File: config.mk
export PLATFORM = sky130hd
export DESIGN_NAME = vote_accumulator
export DESIGN_NICKNAME = d
export VERILOG_FILES = /design/src/rtl/vote_pkg.sv /design/src/rtl/vote_sat_counter.sv /design/src/rtl/vote_accumulator.sv
export SDC_FILE = /design/constraint.sdc
export NUM_CORES = 1
export LEC_CHECK = 0
export CAP_MARGIN = 25
export CORE_ASPECT_RATIO = 1.5
export CORE_MARGIN = 2
export CORE_UTILIZATION = 59
export CTS_CLUSTER_DIAMETER = 30
export DETAILED_ROUTE_END_ITERATION = 8
export GPL_ROUTABILITY_DRIVEN = 0
export MAX_ROUTING_LAYER = met4
export PLACE_DENSITY_LB_ADDON = 0.12
export SYNTH_ARGS = -nofsm -noshare
export SYNTH_HDL_FRONTEND = slang
export SYNTH_SLANG_ARGS = --single-unit
File: constraint.sdc
create_clock -name clock -period 5.1 [get_ports clock]
set_input_delay 0.765 -clock clock [delete_from_list [all_inputs] [get_ports clock]]
set_output_delay 0.765 -clock clock [all_outputs]
set_load 0.01 [all_outputs]
File: src/rtl/vote_pkg.sv
// Shared types and helpers for the vote accumulator.
package vote_pkg;

    typedef enum logic [1:0] {
        ACCUM = 2'd0,
        SCAN  = 2'd1,
        DONE  = 2'd2
    } vote_state_t;

    // Index width that never collapses to zero bits.
    function automatic int clog2_min1(input int n);
        return (n <= 2) ? 1 : $clog2(n);
    endfunction

endpackage

File: src/rtl/vote_sat_counter.sv
// Single saturating up-counter; flags an increment attempted while already at all-ones.
module vote_sat_counter #(
    parameter int CNT_W = 8
) (
    input  logic             clock,
    input  logic             reset_n,
    input  logic             clr,
    input  logic             inc,
    output logic [CNT_W-1:0] cnt,
    output logic             sat_hit
);

    logic [CNT_W-1:0] cnt_q;
    logic [CNT_W-1:0] cnt_d;
    logic             at_max_s;

    assign at_max_s = (cnt_q == {CNT_W{1'b1}});
    assign sat_hit  = inc && at_max_s && !clr;
    assign cnt      = cnt_q;

    // Next count: clear wins, then increment unless already saturated.
    always_comb begin
        cnt_d = cnt_q;
        if (clr) begin
            cnt_d = {CNT_W{1'b0}};
        end else if (inc && !at_max_s) begin
            cnt_d = cnt_q + {{(CNT_W-1){1'b0}}, 1'b1};
        end else begin
            cnt_d = cnt_q;
        end
    end

    // Counter register.
    always_ff @(posedge clock or negedge reset_n) begin
        if (!reset_n) begin
            cnt_q <= {CNT_W{1'b0}};
        end else begin
            cnt_q <= cnt_d;
        end
    end

endmodule

File: src/rtl/vote_accumulator.sv
// Per-class saturating vote accumulator with a sequential argmax over the counters.
// One class is examined per scan cycle; the strict compare lets the lowest index win ties.
module vote_accumulator
    import vote_pkg::*;
#(
    parameter  int NUM_CLASSES = 11,
    parameter  int CNT_W       = 8,
    parameter  int AUTO_CLEAR  = 1,
    localparam int CLS_W       = clog2_min1(NUM_CLASSES)
) (
    input  logic                         clock,
    input  logic                         reset_n,
    input  logic                         clear,
    input  logic                         in_valid,
    output logic                         in_ready,
    input  logic [NUM_CLASSES-1:0]       in_hit,
    input  logic                         frame_end,
    output logic [NUM_CLASSES*CNT_W-1:0] counts,
    output logic                         busy,
    output logic                         res_valid,
    output logic [CLS_W-1:0]             res_class,
    output logic [CNT_W-1:0]             res_count,
    output logic                         res_tie,
    output logic                         sat
);

    vote_state_t             state_q;
    logic [CLS_W-1:0]        idx_q;
    logic [CLS_W-1:0]        best_idx_q;
    logic [CLS_W-1:0]        best_idx_d;
    logic [CNT_W-1:0]        best_cnt_q;
    logic [CNT_W-1:0]        best_cnt_d;
    logic                    tie_q;
    logic                    tie_d;
    logic                    res_valid_q;
    logic [CLS_W-1:0]        res_class_q;
    logic [CNT_W-1:0]        res_count_q;
    logic                    res_tie_q;
    logic                    sat_q;
    logic                    sat_d;
    logic                    in_ready_q;
    logic                    busy_q;
    logic                    accept_s;
    logic                    clr_s;
    logic                    last_s;
    logic [CNT_W-1:0]        cur_cnt_s;
    logic [NUM_CLASSES-1:0]  inc_s;
    logic [NUM_CLASSES-1:0]  sat_hit_s;
    logic [CNT_W-1:0]        cnt_s [NUM_CLASSES];

    assign accept_s  = in_valid && in_ready_q && !clear;
    assign clr_s     = clear || ((AUTO_CLEAR != 0) && (state_q == DONE));
    assign inc_s     = {NUM_CLASSES{accept_s}} & in_hit;
    assign cur_cnt_s = cnt_s[idx_q];
    assign last_s    = (idx_q == CLS_W'(NUM_CLASSES - 1));

    for (genvar g = 0; g < NUM_CLASSES; g++) begin : g_cnt
        vote_sat_counter #(.CNT_W(CNT_W)) u_cnt (
            .clock   (clock),
            .reset_n (reset_n),
            .clr     (clr_s),
            .inc     (inc_s[g]),
            .cnt     (cnt_s[g]),
            .sat_hit (sat_hit_s[g])
        );
        assign counts[g*CNT_W +: CNT_W] = cnt_s[g];
    end

    // Argmax step for the class currently under the scan index.
    always_comb begin
        best_cnt_d = best_cnt_q;
        best_idx_d = best_idx_q;
        tie_d      = tie_q;
        if ((idx_q == {CLS_W{1'b0}}) || (cur_cnt_s > best_cnt_q)) begin
            best_cnt_d = cur_cnt_s;
            best_idx_d = idx_q;
            tie_d      = 1'b0;
        end else if (cur_cnt_s == best_cnt_q) begin
            tie_d = 1'b1;
        end else begin
            tie_d = tie_q;
        end
    end

    // Sticky saturation flag, dropped only by clear or reset.
    always_comb begin
        sat_d = sat_q;
        if (clear) begin
            sat_d = 1'b0;
        end else if (|sat_hit_s) begin
            sat_d = 1'b1;
        end else begin
            sat_d = sat_q;
        end
    end

    // Saturation flag register.
    always_ff @(posedge clock or negedge reset_n) begin
        if (!reset_n) begin
            sat_q <= 1'b0;
        end else begin
            sat_q <= sat_d;
        end
    end

    // Frame FSM with scan datapath and result registers.
    always_ff @(posedge clock or negedge reset_n) begin
        if (!reset_n) begin
            state_q     <= ACCUM;
            idx_q       <= {CLS_W{1'b0}};
            best_cnt_q  <= {CNT_W{1'b0}};
            best_idx_q  <= {CLS_W{1'b0}};
            tie_q       <= 1'b0;
            res_valid_q <= 1'b0;
            res_class_q <= {CLS_W{1'b0}};
            res_count_q <= {CNT_W{1'b0}};
            res_tie_q   <= 1'b0;
            in_ready_q  <= 1'b1;
            busy_q      <= 1'b0;
        end else if (clear) begin
            state_q     <= ACCUM;
            res_valid_q <= 1'b0;
            in_ready_q  <= 1'b1;
            busy_q      <= 1'b0;
        end else begin
            case (state_q)
                ACCUM: begin
                    res_valid_q <= 1'b0;
                    if (frame_end) begin
                        state_q    <= SCAN;
                        idx_q      <= {CLS_W{1'b0}};
                        best_cnt_q <= {CNT_W{1'b0}};
                        best_idx_q <= {CLS_W{1'b0}};
                        tie_q      <= 1'b0;
                        in_ready_q <= 1'b0;
                        busy_q     <= 1'b1;
                    end
                end
                SCAN: begin
                    best_cnt_q <= best_cnt_d;
                    best_idx_q <= best_idx_d;
                    tie_q      <= tie_d;
                    // Results take the final step's values so the strobe lines up with DONE.
                    if (last_s) begin
                        state_q     <= DONE;
                        res_valid_q <= 1'b1;
                        res_class_q <= best_idx_d;
                        res_count_q <= best_cnt_d;
                        res_tie_q   <= tie_d;
                    end else begin
                        idx_q <= idx_q + {{(CLS_W-1){1'b0}}, 1'b1};
                    end
                end
                DONE: begin
                    state_q     <= ACCUM;
                    res_valid_q <= 1'b0;
                    in_ready_q  <= 1'b1;
                    busy_q      <= 1'b0;
                end
                default: begin
                    state_q     <= ACCUM;
                    res_valid_q <= 1'b0;
                    in_ready_q  <= 1'b1;
                    busy_q      <= 1'b0;
                end
            endcase
        end
    end

    assign in_ready  = in_ready_q;
    assign busy      = busy_q;
    assign res_valid = res_valid_q;
    assign res_class = res_class_q;
    assign res_count = res_count_q;
    assign res_tie   = res_tie_q;
    assign sat       = sat_q;

endmodule

==> qor.yml, run 1 <==
run_status:
  status: "completed"
setup_path:
  start_kind: "flip-flop"
  rr_worst_depth: 11
  r2r_slack_ps: 1130
  path_class: "flip-flop to flip-flop"
  crit_required_ps: 5400
  cp-end-kind: "flip-flop"
  arrival_ps: 4270
  critPathMaxFanout: 28
global_routing:
  overflow: 0
  grt_max_degree: 81
  grt_pass1_vias: 6515
  track_usage_pct: 34.0
  grt_pass1_wl_um: 35000
  antenna_found_initial: 0
detailed_routing:
  viasPerCell: 6.39
  dr_total_vias: 6646
  drc: 0
  drt_pass1_iterations: 5
  first_iter_violations: 489
  avgRoutedWirePerCell_um: 20.6
  routed_wirelength_um: 21400
  detail-route-antenna-nets: 0
flow_run:
  cap_violations: 0
power:
  p_leak_uw: 0.00377
  power.density_nw_per_um2: 344
  fin_total_pwr_uw: 3220
  peakVddDrop_mv: 0.234
timing:
  fin_skew_ps: 13.4
  rsz0062_at_grt: "no"
  fin_crit_sh_pct: 77.9
  worstMarginPinSlew_ps: 892
  hold_violations: 0
  min_period_ps: 3970
  holdWs_ps: 187
  setup_viol: 0
  clock.fmax_mhz: 252
  tns_ps: 0
  slew_headroom_pct: 40.5
  slew_viol_final: 0
cts:
  post-cts-setup-buffers: 0
  cts.repair.resized: 0
  insertion_delay_ps: 420
  clock_sinks: 124
  htreeDepth: 4
  cts_hold_buf: 0
  path_clk_slew_ps: 60
  cts_buffer_depth: 2
  clockRootBuffer: "clkbuf_16"
  cts_tree: "done"
  numCtsBuffers: 17
synth:
  syn_inst: 764
  synthFlopType: "dfrtp_1"
  synth_seq_cells: 124
  synth_edf_count: 0
  ys_seq_area_share_pct: 41.1
  synth_nets: 802
  ys_types: 75
  synthArstFlopShare_pct: 100
  syn_area_per_cell_um2: 9.89
  synth_area_um2: 7560
  ys_warn_count: 0
floorplanning:
  die_height_um: 143
  die_area_um2: 13800
  core.rowCount: 50
  start_util_pct: 60.4
  die_x_um: 96.4
  core_um2: 12500
  io_pins: 121
final_layout:
  final_common_cell: "dfrtp_1"
  diodes: 0
  multi_input_area_um2: 4000
  layout-drive-gt1-share_pct: 9.62
  final_cell_mix: "dfrtp_1 (123), clkdlybuf4s50_1 (119), nor2_1 (94)"
  fillers: 893
  regArea_um2: 3100
  fin_nets: 909
  area_delta_synth_final_pct: 23.7
placed_design:
  io_buffers: 120
  dpl.hpwl_um: 15000
hold_path:
  hold_class: "input port to asynchronous set/reset pin"
==> synthesized netlist by cell type (all sizes together) (2+ instances only) <==
| cell type | count | area share, % |
|---|---|---|
| a21o | 2 | 0.22 |
| a21oi | 23 | 1.6 |
| a221o | 2 | 0.26 |
| a311oi | 2 | 0.23 |
| a32o | 3 | 0.40 |
| and3 | 10 | 0.83 |
| and3b | 2 | 0.25 |
| and4b | 2 | 0.30 |
| buf | 19 | 2.3 |
| clkbuf | 24 | 2.2 |
| dfrtp | 123 | 41 |
| ha | 22 | 3.6 |
| inv | 31 | 1.5 |
| mux2i | 19 | 2.5 |
| mux4 | 16 | 5.0 |
| nand2 | 84 | 4.2 |
| nand2b | 2 | 0.17 |
| nand3 | 24 | 1.8 |
| nand3b | 8 | 0.79 |
| nand4 | 16 | 1.4 |
| nand4b | 4 | 0.46 |
| nor2 | 96 | 4.9 |
| nor2b | 3 | 0.25 |
| nor3 | 28 | 1.9 |
| nor3b | 2 | 0.20 |
| nor4 | 6 | 0.98 |
| o211a | 9 | 1.2 |
| o211ai | 17 | 1.9 |
| o21a | 2 | 0.20 |
| o21ai | 31 | 2.1 |
| o311ai | 6 | 1.6 |
| o31ai | 20 | 2.0 |
| o41a | 7 | 1.0 |
| or3 | 17 | 1.4 |
| or4 | 9 | 0.89 |
| xnor2 | 37 | 4.3 |
| xor2 | 22 | 2.5 |
==> final cells by class <==
| cell class | count | area share, % |
|---|---|---|
| Multi-Input combinational cell | 566 | 42.8 |
| Inverter | 31 | 1.24 |
| Tap cell | 156 | 2.09 |
| Sequential cell | 124 | 33.2 |
| Clock buffer | 19 | 4.74 |
| Timing Repair Buffer | 131 | 13.9 |
| Clock inverter | 13 | 2.02 |
==> sequential cells by signal (all words and copies together), names as in the netlist, 2 cells and up <==
register         cells
best_cnt_q           8
idx_q                4
best_idx_q           4
res_class            4
g_cnt.u_cnt.cnt     88
state_q              2
res_count            8
==> worst max-delay path: stages (launching register included) <==
cell,delay (ps)
dfrtp_1,780
buf_4,410
mux4_2,550
nand2_1,80
o31ai_1,90
ha_1,320
nor2b_1,140
o211ai_1,200
a211oi_2,170
buf_4,250
or3_1,480
a221o_1,350
==> per-stage QoR <==
step	setup slack [ps]	cell area [um2]	utilization [%]	std cells
after detailed placement	1140	8680	69.4	1006
after global placement	1320	8680	69.4	1006
after floorplan	2180	7560	-	764
after global routing	872	9350	74.7	1040
final	1130	9350	74.7	1040
after CTS	1110	9320	74.5	1038
==> kinds of logic after synthesis <==
| group | after synthesis | synth area share, % |
|---|---|---|
| AOI/OAI and AO/OA | 134 | 13.9 |
| xor gates and xnor gates | 59 | 6.84 |
| adders and majority gates | 22 | 3.64 |
| buffers and inverters | 74 | 6.06 |
| DFF | 124 | 41.1 |
| muxes | 35 | 7.48 |
| and+or+nand+nor | 316 | 21.0 |
==> power breakdown <==
part | total (uW) | switching, uW | internal (uW)
sequential | 1120 | 91.6 | 1030
clock | 1300 | 462 | 834
combinational | 796 | 527 | 269
total | 3220 | 1080 | 2140
==> path summary, 6_finish.rpt <==
kind | end | from
max reg2reg | best_idx_q[1] | idx_q[0]
min | g_cnt[10].u_cnt.cnt[6] | reset_n
max | best_idx_q[1] | idx_q[0]
min in group clock | res_tie | res_tie
min reg2reg | res_tie | res_tie
max in group asynchronous | g_cnt[4].u_cnt.cnt[4] | reset_n
==> metal layers <==
| layer | GRT usage (%) | up-vias | wire length, um | part of all wire [%] |
|---|---|---|---|---|
| li1 | - | 2977 | - | - |
| met1 | 43.8 | 3243 | 8310 | 39 |
| met2 | 52.7 | 338 | 10600 | 49 |
| met3 | 4.85 | 88 | 1430 | 6.7 |
| met4 | 15.9 | 0 | 1060 | 5.0 |
| met5 | - | - | 0 | 0 |
Power figures use the tool's default switching activity.
==> run 2, diff against run 1 <==
CORE_UTILIZATION = 49   (was 59)
clock period = 3.5 ns   (was 5.1 ns; I/O delays follow)
==> run 2 against run 1 <==
  * Largest cell class unchanged
  * Wire length up 5.1%
  * Fmax increased by 18%
  * Combinational power grew 60%
  * Die area rose by 20%
  * Cell area grew 1.8%
==> qor.yml, run 2 (same netlist as run 1, synthesis figures left out) <==
floorplanning:
  io_pins: 121  # unchanged
  die_x_um: 105  # was 96.4 um
  core_um2: 15100  # was 12500 um2
  die_area_um2: 16500  # was 13800 um2
  start_util_pct: 50.2  # was 60.4%
  die_height_um: 156  # was 143 um
  core.rowCount: 55  # was 50
cts:
  numCtsBuffers: 17  # unchanged
  clock_sinks: 124  # unchanged
  path_clk_slew_ps: 50  # was 60 ps
  cts_buffer_depth: 2  # unchanged
  cts_tree: "done"  # unchanged
  htreeDepth: 4  # unchanged
  insertion_delay_ps: 430  # was 420 ps
  cts_hold_buf: 0  # unchanged
  clockRootBuffer: "clkbuf_16"  # unchanged
timing:
  rsz0062_at_grt: "no"  # unchanged
  tns_ps: 0  # unchanged
  slew_viol_final: 0  # unchanged
  fin_skew_ps: 12.3  # was 13.4 ps
  worstMarginPinSlew_ps: 963  # was 892 ps
  min_period_ps: 3360  # was 3970 ps
  clock.fmax_mhz: 298  # was 252 MHz
  slew_headroom_pct: 35.5  # was 40.5%
  hold_violations: 0  # unchanged
  fin_crit_sh_pct: 96.0  # was 77.9%
  setup_viol: 0  # unchanged
  setup_ws_ps: 141  # was 1130 ps
global_routing:
  grt-busiest-layer: "met2"  # unchanged
  grt_pass1_vias: 6694  # was 6515
  grt_use_met3_pct: 5.56  # was 4.85%
  antenna_found_initial: 0  # unchanged
  met1_usage_pct: 31.9  # was 43.8%
  track_usage_pct: 28.9  # was 34.0%
  grt_pass1_wl_um: 35700  # was 35000 um
  grt_util_met2_pct: 50.3  # was 52.7%
  grt_max_degree: 62  # was 81
  overflow: 0  # unchanged
power:
  power.density_nw_per_um2: 497  # was 344 nW/um2
  peakVddDrop_mv: 0.318  # was 0.234 mV
  p_leak_uw: 0.00383  # was 0.00377 uW
placed_design:
  dpl_cell_area_um2: 8880  # was 8680 um2
  io_buffers: 120  # unchanged
  dpl.hpwl_um: 16300  # was 15000 um
  dp_slack_ps: 51.9  # was 1140 ps
setup_path:
  arrival_ps: 3680  # was 4270 ps
  worst-path-buf-inv: 3  # was 2
  cpPeakStageDelay_ps: 550  # was 780 ps
  start_kind: "flip-flop"  # unchanged
  crit_required_ps: 3830  # was 5400 ps
  path_class: "flip-flop to flip-flop"  # unchanged
  crit_slowest_cell: "or4_1"  # was dfrtp_1
  critPathMaxFanout: 25  # was 28
  worstPathCellList: "buf_12, mux4_2, nor2_1, o31ai_1, inv_1, ha_1, nand4_1, nor2_4, a21oi_2, buf_4, or4_1, o211ai_1"  # was buf_4, mux4_2, nand2_1, o31ai_1, ha_1, nor2b_1, o211ai_1, a211oi_2, buf_4, or3_1, a221o_1
  cp-end-kind: "flip-flop"  # unchanged
  cp_top_family: "simple AND/OR/NAND/NOR gates"  # was compound AO/OA/AOI/OAI gates
detailed_routing:
  detail-route-antenna-nets: 0  # unchanged
  dr_total_vias: 6660  # was 6646
  drc: 0  # unchanged
  drt_pass1_iterations: 5  # unchanged
  avgRoutedWirePerCell_um: 20.6  # about the same
  first_iter_violations: 414  # was 489
  viasPerCell: 6.09  # was 6.39
  routed_wirelength_um: 22500  # was 21400 um
final_layout:
  fillers: 1206  # was 893
  largest_reg_flops: 88  # unchanged
  final_cell_mix: "dfrtp_1 (122), clkdlybuf4s50_1 (119), nor2_1 (94)"  # was dfrtp_1 (123), clkdlybuf4s50_1 (119), nor2_1 (94)
  finish.utilization_pct: 63.1  # was 74.7%
  final_common_cell: "dfrtp_1"  # unchanged
  finalInstanceArea_um2: 9520  # was 9350 um2
  diodes: 0  # unchanged
  layout-drive-gt1-share_pct: 10.4  # was 9.62%
  area_delta_synth_final_pct: 25.9  # was 23.7%
  fin_nets: 921  # was 909
flow_run:
  cap_violations: 0  # unchanged
run_status:
  status: "completed"  # unchanged
hold_path:
  hold_class: "input port to asynchronous set/reset pin"  # unchanged
[run 2: cell types whose count changed in the layout (fill, tap and decap cells not counted)]
cell and change:
dfrtp_2 +1, clkinv_4 -3, clkinvlp_4 -1, inv_6 -2, clkbuf_1 +4, clkbuf_8 +1
buf_4 +8, dfrtp_1 -1, buf_16 -1, buf_12 +5
[run 2: what timing repair did]
action	CTS	global route
resized for setup	0	1
setup buffers	0	1
setup endpoints to repair	0	22
[run 2: worst paths after layout]
kind | from | to | slack [ps] | cells past startpoint
max reg2reg | idx_q[0] | best_cnt_q[0] | 140 | 12
min | reset_n | g_cnt[10].u_cnt.cnt[5] | 140 | 1
min in group clock | res_tie | res_tie | 510 | 2
max | idx_q[0] | best_cnt_q[0] | 140 | 12
min reg2reg | res_tie | res_tie | 510 | 2
max in group asynchronous | reset_n | g_cnt[2].u_cnt.cnt[4] | 2340 | 3
[run 2: final cells by class]
| cell class | count | area, um2 | area share [%] |
|---|---|---|---|
| clock buffers | 24 | 472 | 4.96 |
| clock inverters | 7 | 138 | 1.45 |
| inverters | 31 | 116 | 1.22 |
| multi-input cells | 566 | 4000 | 42.1 |
| flip-flops and latches | 124 | 3110 | 32.6 |
| well taps | 199 | 249 | 2.62 |
| repair buffers | 143 | 1430 | 15.1 |
[run 2: through the flow]
stage | hold slack (ps) | std cells | total power (uW)
6_report | 143 | 1094 | 4730
5_1_grt | 201 | 1094 | 4900
4_1_cts | 172 | 1093 | 4710
3_5_place_dp | 493 | 1062 | 2850
3_3_place_gp | 469 | 1062 | 2810
2_1_floorplan | 229 | 764 | 2550
[run 2: where the power goes]
part           total, uW  internal (uW)  switching, uW
logic               1270            445            828
clock network       1860           1220            633
registers           1600           1510           90.2
[run 2: worst reg2reg max path, delay by kind of cell, from the launching register on]
kind | cells | cell delay [ps]
adders and majority gates | 1 | 300
and+or+nand+nor | 4 | 1000
buffers and inverters | 3 | 500
AOI/OAI and AO/OA | 3 | 630
DFF | 1 | 470
muxes | 1 | 360
[run 2: metal layers]
| layer | vias up | share of wire (%) |
|---|---|---|
| met4 | 0 | 3.6 |
| li1 | 2992 | - |
| met2 | 304 | 53 |
| met5 | - | 0 |
| met3 | 63 | 5.3 |
| met1 | 3301 | 38 |
==> patch 1, RTL diff (config.mk and constraints of run 2) <==
Set the parameter `NUM_CLASSES` to 22 (it was 11).
--- a/src/rtl/vote_accumulator.sv
+++ b/src/rtl/vote_accumulator.sv
@@ -3,7 +3,7 @@
 module vote_accumulator
     import vote_pkg::*;
 #(
-    parameter  int NUM_CLASSES = 11,
+    parameter  int NUM_CLASSES = 22,
     parameter  int CNT_W       = 8,
     parameter  int AUTO_CLEAR  = 1,
     localparam int CLS_W       = clog2_min1(NUM_CLASSES)
Ports: changed (resized counts, in_hit and res_class); port bits go from 121 to 221. No check against the original RTL was run, so the function may have changed too.
==> patch 1 against run 2 <==
Power rose by 60%; worst setup slack got worse by 0.042 ns; synthesized cell count grew 66%; wire length increased by 73%; sequential share of layout area up 0.12 points; sequential cell count is 91 higher; final cell count increased by 71%; cell area is 73% higher; sequential power grew 62%; utilization up 3.9 points; area after synthesis rose by 62%; highest routed layer unchanged.
==> patch 1: results (changes against run 2) <==
Drt
  – M1 WL: 15,200 µm (+77%)
  – Total number of vias: 10,900 (+64%)
  – Final wirelength: 39,000 µm (+73%)
  – Initial DRC count: 765 (+85%)

Clocking
  – Clock latency on the worst-skew pair: 0.52 ns (+0.09 ns)
  – Number of buffers created by CTS: 41 (+24)
  – Clock buffer depth: 3 (+1)
  – H-Tree Depth: 2 (-2)

Critical path
  – Slowest-stage cell, CP: dfrtp_4
  – Critical Path Fanout Max: 22 (-12%)
  – R2r setup slk: 0.1 ns (-0.04 ns)
  – Worst Reg-to-Reg Cells: 13 (+1)
  – Capturing point of the worst reg2reg path: res_class[0]
  – Critical path data arrival time: 3.79 ns (+0.11 ns)

Yosys
  – Post-synthesis cell area: 0.0123 mm² (+62%)
  – Part of the Yosys area used for sequential elements: 43.9% (+2.8 points)
  – Top cells by count, synth: nor2_1, dfrtp_1, nand2_1
  – Synth Instances: 1,268 (+66%)

Global routing
  – Grt met2 use: 51.2% (+0.91 points)
  – Met1 usage: 36.7% (+4.8 points)
  – Overall Global Routing Usage: 30.8% (+1.9 points)
  – Global-route wire length before repair: 61,300 µm (+71%)

Place
  – Dpl hpwl: 28,500 µm (+75%)
  – I/O Buffers: 220 (+83%)
  – Post-place setup slack: 0.0381 ns (-0.0137 ns)
  – Area post-placement: 0.0149 mm² (+68%)
  – Placed cell count: 1,795 (+69%)

Final layout
  – Nonclk buf count: 259 (+81%)
  – Fin nets: 1,581 (+72%)
  – Nonclk inv count: 24 (-23%)
  – Multi-input gate share of total cell area: 40.0% (-2.1 points)
  – Final non-clock buffer share: 15.8% (+0.76 points)
  – Multi-input combinational gate total: 980 (+73%)
  – Flip-flop and latch count: 215 (+73%)
  – Layout clock area frac: 8.41% (+2.0 points)
  – Max reg flops: 176 (+100%)

Run status
  – Status: completed

Power and ir drop
  – Clock share of power: 52.7% (+13 points)
  – P_leak: 6.67 nW (+74%)
  – Power per cell area: 461 mW/mm² (-7.2%)
  – Seq pwr: 0.00260 W (+62%)

Timing
  – Final hold slack: 0.140 ns (-0.00266 ns)
## patch 1: changes by cell type after synthesis, sizes merged, moves of 13 or more
cell,change
nand4,+25
xnor2,+28
o211ai,-14
nor2,+126
mux2i,+52
xor2,+58
nand3,+24
dfrtp,+91
nand2,+66
o311a,+13
## patch 1: logic make-up after synthesis
family                   synth area share (%)
multiplexers                             9.48
AO/OA/AOI/OAI                            8.85
flip-flops                               43.9
adder cells (fa/ha/maj)                  3.37
AND/OR/NAND/NOR                          20.8
buffers and inverters                    3.18
XOR/XNOR                                 10.4
## patch 1: how the worst max path moves through the flow
stage	endpoint	slack, ns	cells after the start
finish	res_class[0]	0.1	13
global route	res_class[0]	-0.01	13
CTS	res_class[0]	0.008	12
detailed placement	res_class[0]	0.04	12
global placement	res_class[0]	0.12	12
floorplan	best_cnt_q[0]	0.38	12
==> patch 2, RTL diff (settings of run 2) <==
Made on the original files. Register the output `counts`, cleared by the reset; this adds one clock of latency there. The other outputs are not delayed to match.
--- a/src/rtl/vote_accumulator.sv
+++ b/src/rtl/vote_accumulator.sv
@@ -23,6 +23,8 @@
     output logic                         res_tie,
     output logic                         sat
 );
+
+    logic [NUM_CLASSES*CNT_W-1:0] counts_d;
 
     vote_state_t             state_q;
     logic [CLS_W-1:0]        idx_q;
@@ -63,7 +65,7 @@
             .cnt     (cnt_s[g]),
             .sat_hit (sat_hit_s[g])
         );
-        assign counts[g*CNT_W +: CNT_W] = cnt_s[g];
+        assign counts_d[g*CNT_W +: CNT_W] = cnt_s[g];
     end
 
     // Argmax step for the class currently under the scan index.
@@ -175,5 +177,13 @@
     assign res_tie   = res_tie_q;
     assign sat       = sat_q;
 
+    always_ff @(posedge clock or negedge reset_n) begin
+        if (!reset_n) begin
+            counts <= '0;
+        end else begin
+            counts <= counts_d;
+        end
+    end
+
 endmodule
 
Formal check against the unedited RTL: not equivalent (a bounded check fails within 4 cycles, from zero or initial values and one cycle with reset_n low).
==> patch 2 against run 2 <==
Utilization increased by 0.87 points; power is 37% higher; worst setup slack got worse by 0.0046 ns; critical path depth unchanged; sequential cell count grew 88; die area increased by 20%; area after synthesis up 21%; wire length increased by 2.5%; cell area rose by 24%; clock skew about the same; non-clock buffer count shrank 7.
==> patch 2: results (changes against run 2) <==
Global routing
  – Met1 usage: 29.3% (-2.6 points)
  – Global-route wire length before repair: 36,300 µm (+1.5%)
  – Vias in the first global route: 6,706 (+0.18%)
  – M3 GR Usage: 3.54% (-2.0 points)
  – Grt met2 use: 41.2% (-9.1 points)
  – Overall Global Routing Usage: 24.5% (-4.4 points)
  – Largest net degree at the start of global routing: 78 (+26%)

Timing
  – Max Clock Skew: 0.0119 ns (-0.000400 ns)
  – Fmax achieved: 297 MHz (-0.14%)
  – Final hold slack: 0.452 ns (+0.309 ns)
  – Max_slew headroom: 47.4% (+12 points)

Yosys
  – Synth Instances: 774 (+1.3%)
  – XOR/XNOR share of the synthesized area: 5.86% (-0.97 points)
  – Synth top area cells: dfrtp_1, nor2_1, xor2_1, nand2_1, ha_1
  – Netlist cell types: 58 (-23%)
  – Synth Area in Adders: 3.02% (-0.62 points)
  – Compound-Gate Fraction of Synth Area: 9.33% (-4.6 points)
  – Mux contribution to synthesized area: 7.33% (-0.15 points)
  – Part of the Yosys area used for sequential elements: 58.2% (+17 points)
  – Top cells by count, synth: dfrtp_1, nor2_1, nand2_1

Clocking
  – H-Tree Depth: 1 (-3)
  – Clock latency on the worst-skew pair: 0.54 ns (+0.11 ns)
  – Clock buffer depth: 3 (+1)
  – Number of buffers created by CTS: 31 (+14)
  – CTS-repair resized insts: 0 (unchanged)

Place
  – Post-place setup slack: 0.0613 ns (+0.00943 ns)
  – Area post-placement: 0.0106 mm² (+20%)
  – Dpl hpwl: 16,200 µm (-0.52%)
  – Placed cell count: 1,132 (+6.6%)

Drt
  – Initial DRC count: 426 (+2.9%)
  – Met3 WL: 1130 µm (-4.6%)
  – First-pass detailed-route iteration total: 5 (unchanged)
  – M1 WL: 9030 µm (+4.6%)
  – Routed wl met2: 12,000 µm (+0.97%)
  – Final wirelength: 23,000 µm (+2.5%)
  – WL/cell: 19.3 µm (-6.1%)

Power and ir drop
  – Worst vdd ir: 410 µV (+29%)
  – Internal power: 0.00476 W (+50%)
  – P_leak: 5.16 nW (+35%)

Final layout
  – Number of diodes: 0 (unchanged)
  – Fill count: 1,420 (+18%)
  – Fin nets: 956 (+3.8%)

Critical path
  – Critical path data arrival time: 3.76 ns (+0.08 ns)
  – Critical Path Fanout Max: 15 (-40%)
  – Slowest-stage cell, CP: mux4_1

Min path
  – Hold WC Path Type: reg2reg

Run status
  – Status: completed
==> patch 2: changes by cell type after synthesis, moves of 10 or more <==
cell,run 2,this run
o21ai_1,1,12
xnor2_1,37,26
xor2_1,22,35
dfrtp_1,123,211
inv_1,30,20
o31ai_1,20,1
o211ai_1,14,1
==> patch 2: cell type report <==
cell class | count | area share, %
Sequential cell | 212 | 45.1
Multi-Input combinational cell | 516 | 30.6
Timing Repair Buffer | 136 | 11.8
Clock buffer | 33 | 6.65
Clock inverter | 24 | 2.42
Inverter | 21 | 0.670
Tap cell | 252 | 2.68
==> patch 2: power groups by stage <==
| stage | registers (W) | logic [W] | clock network [W] |
|---|---|---|---|
| 2_1_floorplan | 0.00262 | 0.000456 | 0 |
| 3_3_place_gp | 0.00262 | 0.000678 | 0 |
| 3_5_place_dp | 0.00262 | 0.000693 | 0 |
| 4_1_cts | 0.00258 | 0.000697 | 0.00317 |
| 5_1_grt | 0.00259 | 0.000841 | 0.00328 |
| 6_report | 0.00258 | 0.000775 | 0.00313 |
==> patch 2: metrics by stage <==
step	utilization, %	power [W]
after global routing	64.0	0.00670
after detailed placement	57.7	0.00331
after CTS	63.6	0.00644
final	64.0	0.00649
after floorplan	-	0.00307
after global placement	57.7	0.00330
==> patch 2: final timing paths <==
| check | start | to | depth (start not counted) |
|---|---|---|---|
| worst max-delay path | idx_q[0] | res_count[1] | 12 |
| worst min-delay path | g_cnt[0].u_cnt.cnt[7] | counts[7] | 0 |
| worst max register to register | idx_q[0] | res_count[1] | 12 |
| min in group asynchronous | reset_n | counts[72] | 2 |
| max in group asynchronous | reset_n | g_cnt[8].u_cnt.cnt[1] | 3 |
| worst min register to register | g_cnt[0].u_cnt.cnt[7] | counts[7] | 0 |
